[src/rtl/io_timer_bank_pkg.sv]
// rtl/io_timer_bank_pkg.sv - register map constants shared by the timer bank and its channels
package io_timer_bank_pkg;
   localparam logic [2:0] OFS_RLD_L = 3'd0;
   localparam logic [2:0] OFS_RLD_H = 3'd1;
   localparam logic [2:0] OFS_CTRL  = 3'd2;
   localparam logic [2:0] OFS_CNT_L = 3'd3;
   localparam logic [2:0] OFS_CNT_H = 3'd4;

   localparam int CTRL_EN      = 0;
   localparam int CTRL_ONESHOT = 1;
   localparam int CTRL_IE      = 2;

   localparam int CH_STRIDE = 8;
endpackage

[src/rtl/io_timer_channel.sv]
// rtl/io_timer_channel.sv - one down-counting timer channel with reload, control and CNT_H shadow
module io_timer_channel
   import io_timer_bank_pkg::*;
#(
   parameter int CNT_W = 32
) (
   input  logic        clk,
   input  logic        resetq,
   input  logic        sel_i,
   input  logic        wr_i,
   input  logic        rd_i,
   input  logic [2:0]  ofs_i,
   input  logic [15:0] wdata_i,
   output logic [15:0] rdata_o,
   output logic        expire_o,
   output logic        ie_o
);
   localparam int HW = CNT_W - 16;

   logic [CNT_W-1:0] reload_q, reload_d;
   logic [CNT_W-1:0] cnt_q, cnt_d;
   logic [HW-1:0]    shadow_q, shadow_d;
   logic             en_q, en_d;
   logic             os_q, os_d;
   logic             ie_q, ie_d;
   logic             wr_sel;

   assign wr_sel = sel_i & wr_i;
   assign ie_o   = ie_q;

   always_comb begin
      reload_d = reload_q;
      cnt_d    = cnt_q;
      shadow_d = shadow_q;
      en_d     = en_q;
      os_d     = os_q;
      ie_d     = ie_q;
      expire_o = en_q && (cnt_q == '0);

      if (en_q) begin
         if (cnt_q == '0) begin
            if (os_q) en_d = 1'b0;
            else      cnt_d = reload_q;
         end else begin
            cnt_d = cnt_q - {{(CNT_W-1){1'b0}}, 1'b1};
         end
      end

      // Register writes come after counting so a write in the expiry cycle wins.
      if (wr_sel) begin
         case (ofs_i)
            OFS_RLD_L: reload_d[15:0] = wdata_i;
            OFS_RLD_H: begin
               reload_d[CNT_W-1:16] = wdata_i[HW-1:0];
               cnt_d                = {wdata_i[HW-1:0], reload_q[15:0]};
            end
            OFS_CTRL: begin
               if (!en_q && wdata_i[CTRL_EN]) cnt_d = reload_q;
               en_d = wdata_i[CTRL_EN];
               os_d = wdata_i[CTRL_ONESHOT];
               ie_d = wdata_i[CTRL_IE];
            end
            default: ;
         endcase
      end

      if (sel_i && rd_i && (ofs_i == OFS_CNT_L)) shadow_d = cnt_q[CNT_W-1:16];
   end

   always_comb begin
      rdata_o = 16'h0000;
      if (sel_i) begin
         case (ofs_i)
            OFS_RLD_L: rdata_o = reload_q[15:0];
            OFS_RLD_H: rdata_o = 16'(reload_q[CNT_W-1:16]);
            OFS_CTRL:  rdata_o = {13'd0, ie_q, os_q, en_q};
            OFS_CNT_L: rdata_o = cnt_q[15:0];
            OFS_CNT_H: rdata_o = 16'(shadow_q);
            default:   rdata_o = 16'h0000;
         endcase
      end
   end

   always_ff @(posedge clk) begin
      if (!resetq) begin
         reload_q <= '0;
         cnt_q    <= '0;
         shadow_q <= '0;
         en_q     <= 1'b0;
         os_q     <= 1'b0;
         ie_q     <= 1'b0;
      end else begin
         reload_q <= reload_d;
         cnt_q    <= cnt_d;
         shadow_q <= shadow_d;
         en_q     <= en_d;
         os_q     <= os_d;
         ie_q     <= ie_d;
      end
   end
endmodule

[src/rtl/io_timer_bank.sv]
// rtl/io_timer_bank.sv - bank of timer channels with shared write-1-to-clear pending and irq
module io_timer_bank
   import io_timer_bank_pkg::*;
#(
   parameter int          CHANNELS  = 4,
   parameter int          CNT_W     = 32,
   parameter logic [15:0] BASE_ADDR = 16'd120
) (
   input  logic        clk,
   input  logic        resetq,
   input  logic        io_rd,
   input  logic        io_wr,
   input  logic [15:0] mem_addr,
   input  logic [15:0] dout,
   output logic [15:0] io_din,
   output logic        irq
);
   localparam logic [15:0] PEND_OFS = 16'(CH_STRIDE * CHANNELS);

   logic [15:0]         off;
   logic                pend_sel;
   logic [CHANNELS-1:0] ch_sel;
   logic [CHANNELS-1:0] expire;
   logic [CHANNELS-1:0] ie;
   logic [15:0]         ch_rdata [CHANNELS];
   logic [CHANNELS-1:0] pend_q, pend_d;
   logic                irq_q;

   // Addresses below BASE_ADDR wrap to large offsets and decode as nothing.
   assign off      = mem_addr - BASE_ADDR;
   assign pend_sel = (off == PEND_OFS);

   for (genvar i = 0; i < CHANNELS; i++) begin : g_ch
      assign ch_sel[i] = (off[15:3] == 13'(i));

      io_timer_channel #(
         .CNT_W (CNT_W)
      ) u_ch (
         .clk      (clk),
         .resetq   (resetq),
         .sel_i    (ch_sel[i]),
         .wr_i     (io_wr),
         .rd_i     (io_rd),
         .ofs_i    (off[2:0]),
         .wdata_i  (dout),
         .rdata_o  (ch_rdata[i]),
         .expire_o (expire[i]),
         .ie_o     (ie[i])
      );
   end

   always_comb begin
      pend_d = pend_q;
      if (pend_sel && io_wr) pend_d = pend_q & ~dout[CHANNELS-1:0];
      pend_d = pend_d | expire;
   end

   always_comb begin
      io_din = pend_sel ? 16'(pend_q) : 16'h0000;
      for (int i = 0; i < CHANNELS; i++) io_din = io_din | ch_rdata[i];
   end

   always_ff @(posedge clk) begin
      if (!resetq) begin
         pend_q <= '0;
         irq_q  <= 1'b0;
      end else begin
         pend_q <= pend_d;
         irq_q  <= |(pend_q & ie);
      end
   end

   assign irq = irq_q;
endmodule
[config.mk]
export PLATFORM = sky130hd
export DESIGN_NAME = io_timer_bank
export DESIGN_NICKNAME = d
export VERILOG_FILES = /design/src/rtl/io_timer_bank_pkg.sv /design/src/rtl/io_timer_channel.sv /design/src/rtl/io_timer_bank.sv
export SDC_FILE = /design/constraint.sdc
export NUM_CORES = 1
export LEC_CHECK = 0
export CELL_PAD_IN_SITES_DETAIL_PLACEMENT = 0
export CELL_PAD_IN_SITES_GLOBAL_PLACEMENT = 2
export CORE_ASPECT_RATIO = 0.6
export CORE_MARGIN = 2
export CORE_UTILIZATION = 37
export CTS_CLUSTER_DIAMETER = 80
export CTS_CLUSTER_SIZE = 20
export DETAILED_ROUTE_END_ITERATION = 16
export GPL_ROUTABILITY_DRIVEN = 1
export PLACE_DENSITY = 0.84
export SETUP_SLACK_MARGIN = 0.1
export SLEW_MARGIN = 20
export SYNTH_ARGS = -nofsm -noshare
export SYNTH_HDL_FRONTEND = slang
export SYNTH_HIERARCHICAL = 1
export SYNTH_SLANG_ARGS = --single-unit
[constraint.sdc]
create_clock -name clk -period 3.5 [get_ports clk]
set_input_delay 0.35 -clock clk [delete_from_list [all_inputs] [get_ports clk]]
set_output_delay 0.35 -clock clk [all_outputs]
set_load 0.05 [all_outputs]
# Word level (Yosys, flattened, before mapping)
# Cells that the tools add are included.
dict set report totals {
  regBits 337
  input_bits 36
  output_inout_bits 17
}
dict set report classes {
  add_sub_neg 5
  eq_ne 8
  mux 54
  n_bitwise 12
  reduce_logical 40
}
# operator count
set op_table {}
lappend op_table {{$mux W32} 20}
lappend op_table {{$pmux W16 S5} 4}
lappend op_table {{$pmux W32 S2} 4}
lappend op_table {{$logic_not A32 Y1} 4}
lappend op_table {{$sub A32 B1 Y32 const B} 4}
lappend op_table {{$mux W16} 4}
lappend op_table {{$or A16 B16 Y16} 3}
lappend op_table {{$eq A13 B2 Y1 const B} 2}
lappend op_table {{$reduce_and A2 Y1} 12}
lappend op_table {{$mux W1} 20}
lappend op_table {{$logic_and A1 B1 Y1} 17}
lappend op_table {{$eq A16 B6 Y1 const B} 1}
lappend op_table {{$or A4 B16 Y16} 1}
lappend op_table {{$sub A16 B7 Y16 const B} 1}
lappend op_table {{$eq A13 B1 Y1 const B} 1}
lappend op_table {{$logic_not A13 Y1} 1}
lappend op_table {{$and A4 B4 Y4} 2}
lappend op_table {{$mux W4} 2}
lappend op_table {{$eq A3 B2 Y1 const B} 2}
lappend op_table {{$and A1 B1 Y1} 4}
lappend op_table {{$logic_not A1 Y1} 4}
lappend op_table {{$not A4 Y4} 1}
lappend op_table {{$or A4 B4 Y4} 1}
lappend op_table {{$reduce_or A4 Y1} 1}
lappend op_table {{3 further kinds} 3}

# Logic depth before layout (Yosys ltp)
dict set report depth {
  depth_word 8
  ltp_mapped 15
  depth_no_buf 12
}

# Hierarchy
# Netlist, hierarchy kept.
# mod instances cells_per_inst area_per_inst_um2 seq_area_each_um2
set by_module_without_submodules {}
lappend by_module_without_submodules {{io_timer_channel (g_ch[1].u_ch ...)} 3 662 4858.4 1661.6}
lappend by_module_without_submodules {{io_timer_channel (g_ch[0].u_ch)} 1 695 5066.1 1661.6}
lappend by_module_without_submodules {io_timer_bank 1 86 695.7 100.1}

# Least setup slack after synthesis
# No wires, ideal clock.
dict set report synth_timing {
  path_type {input port to output port}
  from {in mem_addr[3]}
  to {out io_din[10]}
  arrival_ns 2.982
  t_required_ns 3.150
  slack_ns 0.168
  cell_stages 11
  n_path_buf 2
  path_cell_list {ha_1 -> and3_1 -> and4_1 -> a211oi_2 -> a211oi_2 -> and3_1 -> clkbuf_1 -> nand2_1 -> clkbuf_1 -> a21oi_1 -> or4_1}
}
# item line_no
set synth_lines {}
lappend synth_lines {{from (decl)} io_timer_bank.sv:13} ;# input logic [15:0] mem_addr,
lappend synth_lines {{to (decl)} io_timer_bank.sv:15} ;# output logic [15:0] io_din,

==> metrics <==
TritonCTS clock tree=built; vias per std cell=~6.6; Relative slew margins=0.2214; unrepaired setup endpoints after global routing=no; Starting Density=0.3748; WL/cell=between 20 and 30 um; Detail Route Antenna Nets=0; Die Ht=185.6 um; CP Data Arrival Time=between 3 and 4 ns; Mapped Area=between 20000 and 25000 sq um; most frequent cells in the layout=nand2_1 (530), a21oi_1 (342), dfxtp_1 (337); WHS=between 0.2 and 0.25 ns; First DRT Iteration DRCs=between 3000 and 4000; gpl congestion=approximately 1.0; area added between synthesis and finish=17.72%; cts bufs inserted=21; IO Count=53; PwrDens=roughly 290 nW/um^2; via count=between 20000 and 25000; Final HPWL DP=74980 um; total track usage=0.3455; Cell Rows=66; Worst Path Required=approximately 3.2 ns; Worst setup EP type=output port; Startpoint Class=primary input; drt pass-1 iters=6; predominant post-synthesis flop cell=dfxtp_1; final worst path period need=3.362 ns; most common cell after layout, fill and taps aside=nand2_1; clock sink total=337; global-route wire length before repair=about 150000 um; synth unique cells=between 80 and 90; Worst Max-Slew Pin Slew=~1.2 ns; Synth Register Bits=between 300 and 400; total grt overflow=0; Final Max Tran Viols=0; synth warn=6; Worst-Skew Late Latency=roughly 0.58 ns; DRC viols=0; Die Area=56920 sq um; drt total wl=just over 100000 um; Gate Count Post-Synth=~2800; Final Setup Violations=0; initial antenna violation count=0; # hold bufs at CTS=0; fin crit share=0.9605; Fmax=between 200 and 300 MHz; Syn Area/Cell=approximately 7.3 sq um; Worst Clk Skew=between 0.02 and 0.03 ns; Worst-path clk slew=~0.1 ns; core area=54250 sq um; pin count of the biggest net entering global routing=61; Net Count, Synth=roughly 2800; Bufs on Longest Clock Path=3; H-tree levels=1; Final Net Count=about 2900; Buffers on Ports=52; Max FO, Critical Path=6; share of cells above drive strength 1=0.1491; Pwr Total=approximately 7000 uW; number of global-route vias before repair=between 20000 and 25000; Async SR Flop Fraction=0; Post-synth EDFFs=0; Final Hold Fails=0; Worst Hold Class=in -> reg; Crit Path Class=in -> out; Die Span X=between 300 and 400 um; Max Cap Viol=0; status=completed; sequential share of the synthesized area=0.3317; Max IR drop VDD=0.3448 mV; Root Driver=clkbuf_16; Leakage Power=roughly 0.0084 uW
==> power breakdown <==
| group | internal, uW | total (uW) | switching [uW] | leakage [uW] |
|---|---|---|---|---|
| combinational | 152 | 529 | 377 | 0.00535 |
| clock | 1130 | 2650 | 1530 | 0.000289 |
| sequential | 3830 | 3830 | 1.80 | 0.00271 |
==> final timing paths <==
check / startpoint / end / slack [ns] / cells past startpoint
worst max-delay path: mem_addr[5] / io_din[13] / 0.14 / 11
worst min-delay path: resetq / g_ch[1].u_ch/cnt_q[17] / 0.23 / 3
worst max register to register: g_ch[1].u_ch/cnt_q[24] / g_ch[1].u_ch/cnt_q[7] / 0.38 / 6
worst min register to register: g_ch[0].u_ch/shadow_q[13] / g_ch[0].u_ch/shadow_q[13] / 0.46 / 2
==> Yosys cell counts, drive strengths merged, types with 14 or more instances <==
master	n	area [sq um]
dfxtp	337	6746
nand4	42	284.0
a21oi	352	1762
o31ai	21	172.7
o21a	32	240.2
nor4	76	613.1
o22ai	20	125.1
nand2b	19	118.9
and3	26	162.7
clkbuf	161	604.3
nor3	79	427.9
nor2	124	465.5
mux2i	29	290.3
nand3	86	430.4
and2	14	90.09
o211ai	14	110.1
or4	50	401.6
a22oi	145	1089
inv	48	180.2
buf	44	296.5
nor3b	40	320.3
nand2	534	2012
a31oi	44	275.3
o21ai	175	879.6
or3	23	143.9
o221ai	17	148.9
a211oi	18	150.2
==> registers in the layout, summed over array words and instances (netlist names) <==
| name | cells |
|---|---|
| irq | 1 |
| g_ch.u_ch/en_q | 4 |
| pend_q | 4 |
| g_ch.u_ch/ie_o | 4 |
| g_ch.u_ch/os_q | 4 |
| g_ch.u_ch/cnt_q | 128 |
| g_ch.u_ch/shadow_q | 64 |
| g_ch.u_ch/reload_q | 128 |
==> metrics by stage <==
| step | instances | setup TNS [ns] | setup slack, ns | instance area [sq um] | util |
|---|---|---|---|---|---|
| floorplan | 2767 | 0 | 0.1677 | 20340 | - |
| global placement | 3580 | -2.662 | -0.1992 | 23130 | 0.4262 |
| detailed placement | 3580 | -3.778 | -0.2258 | 23120 | 0.4262 |
| CTS | 3611 | 0 | 0.1085 | 23890 | 0.4403 |
| global route | 3612 | 0 | 0.1047 | 23940 | 0.4412 |
| finish | 3613 | 0 | 0.1382 | 23940 | 0.4413 |
==> kinds of logic (layout without fill, tap and decap cells) <==
kind of cell,Yosys count,after routing,synth area share
other,0,1,0
xor gates and xnor gates,11,11,0.004737
DFF,337,337,0.3317
AOI/OAI and AO/OA,953,953,0.2978
muxes,35,35,0.01760
buffers and inverters,261,392,0.05463
and+or+nand+nor,1158,1158,0.2861
adders and majority gates,12,12,0.007383
==> critical path, cell delays in order <==
cell	delay, ns
dlygate4sd2_1	0.44
and3_1	0.27
nand4b_1	0.11
a21o_1	0.23
a211oi_4	0.41
and3_4	0.28
nand2_1	0.09
buf_4	0.18
a21oi_1	0.28
or4_4	0.22
buf_12	0.13
==> timing repair <==
item / in CTS / in global routing
gates resized for setup: 47 / 7
pin swaps: 8 / 5
hold endpoints to repair: 0 / 0
cloned: 1 / 0
endpoints found under the setup margin: 16 / 16
buffers inserted: 1 / 1
==> per-layer routing <==
layer,GRT usage,routed length [um]
met5,0,0
met4,0.08235,2662
met3,0.08642,13050
met2,0.4762,39000
met1,0.5260,46270
==> layout make-up <==
class                      count  area, sq um
antenna                        1        2.502
clock buffer                  24        546.8
clock inverter                 5        36.28
fill                        5525        30310
inverter                      56        210.2
multi-input combinational   2169        12760
sequential                   337         6746
tap                          714        893.4
timing repair buffer         307         2749
Note: power is estimated with default switching activity, not from simulation.
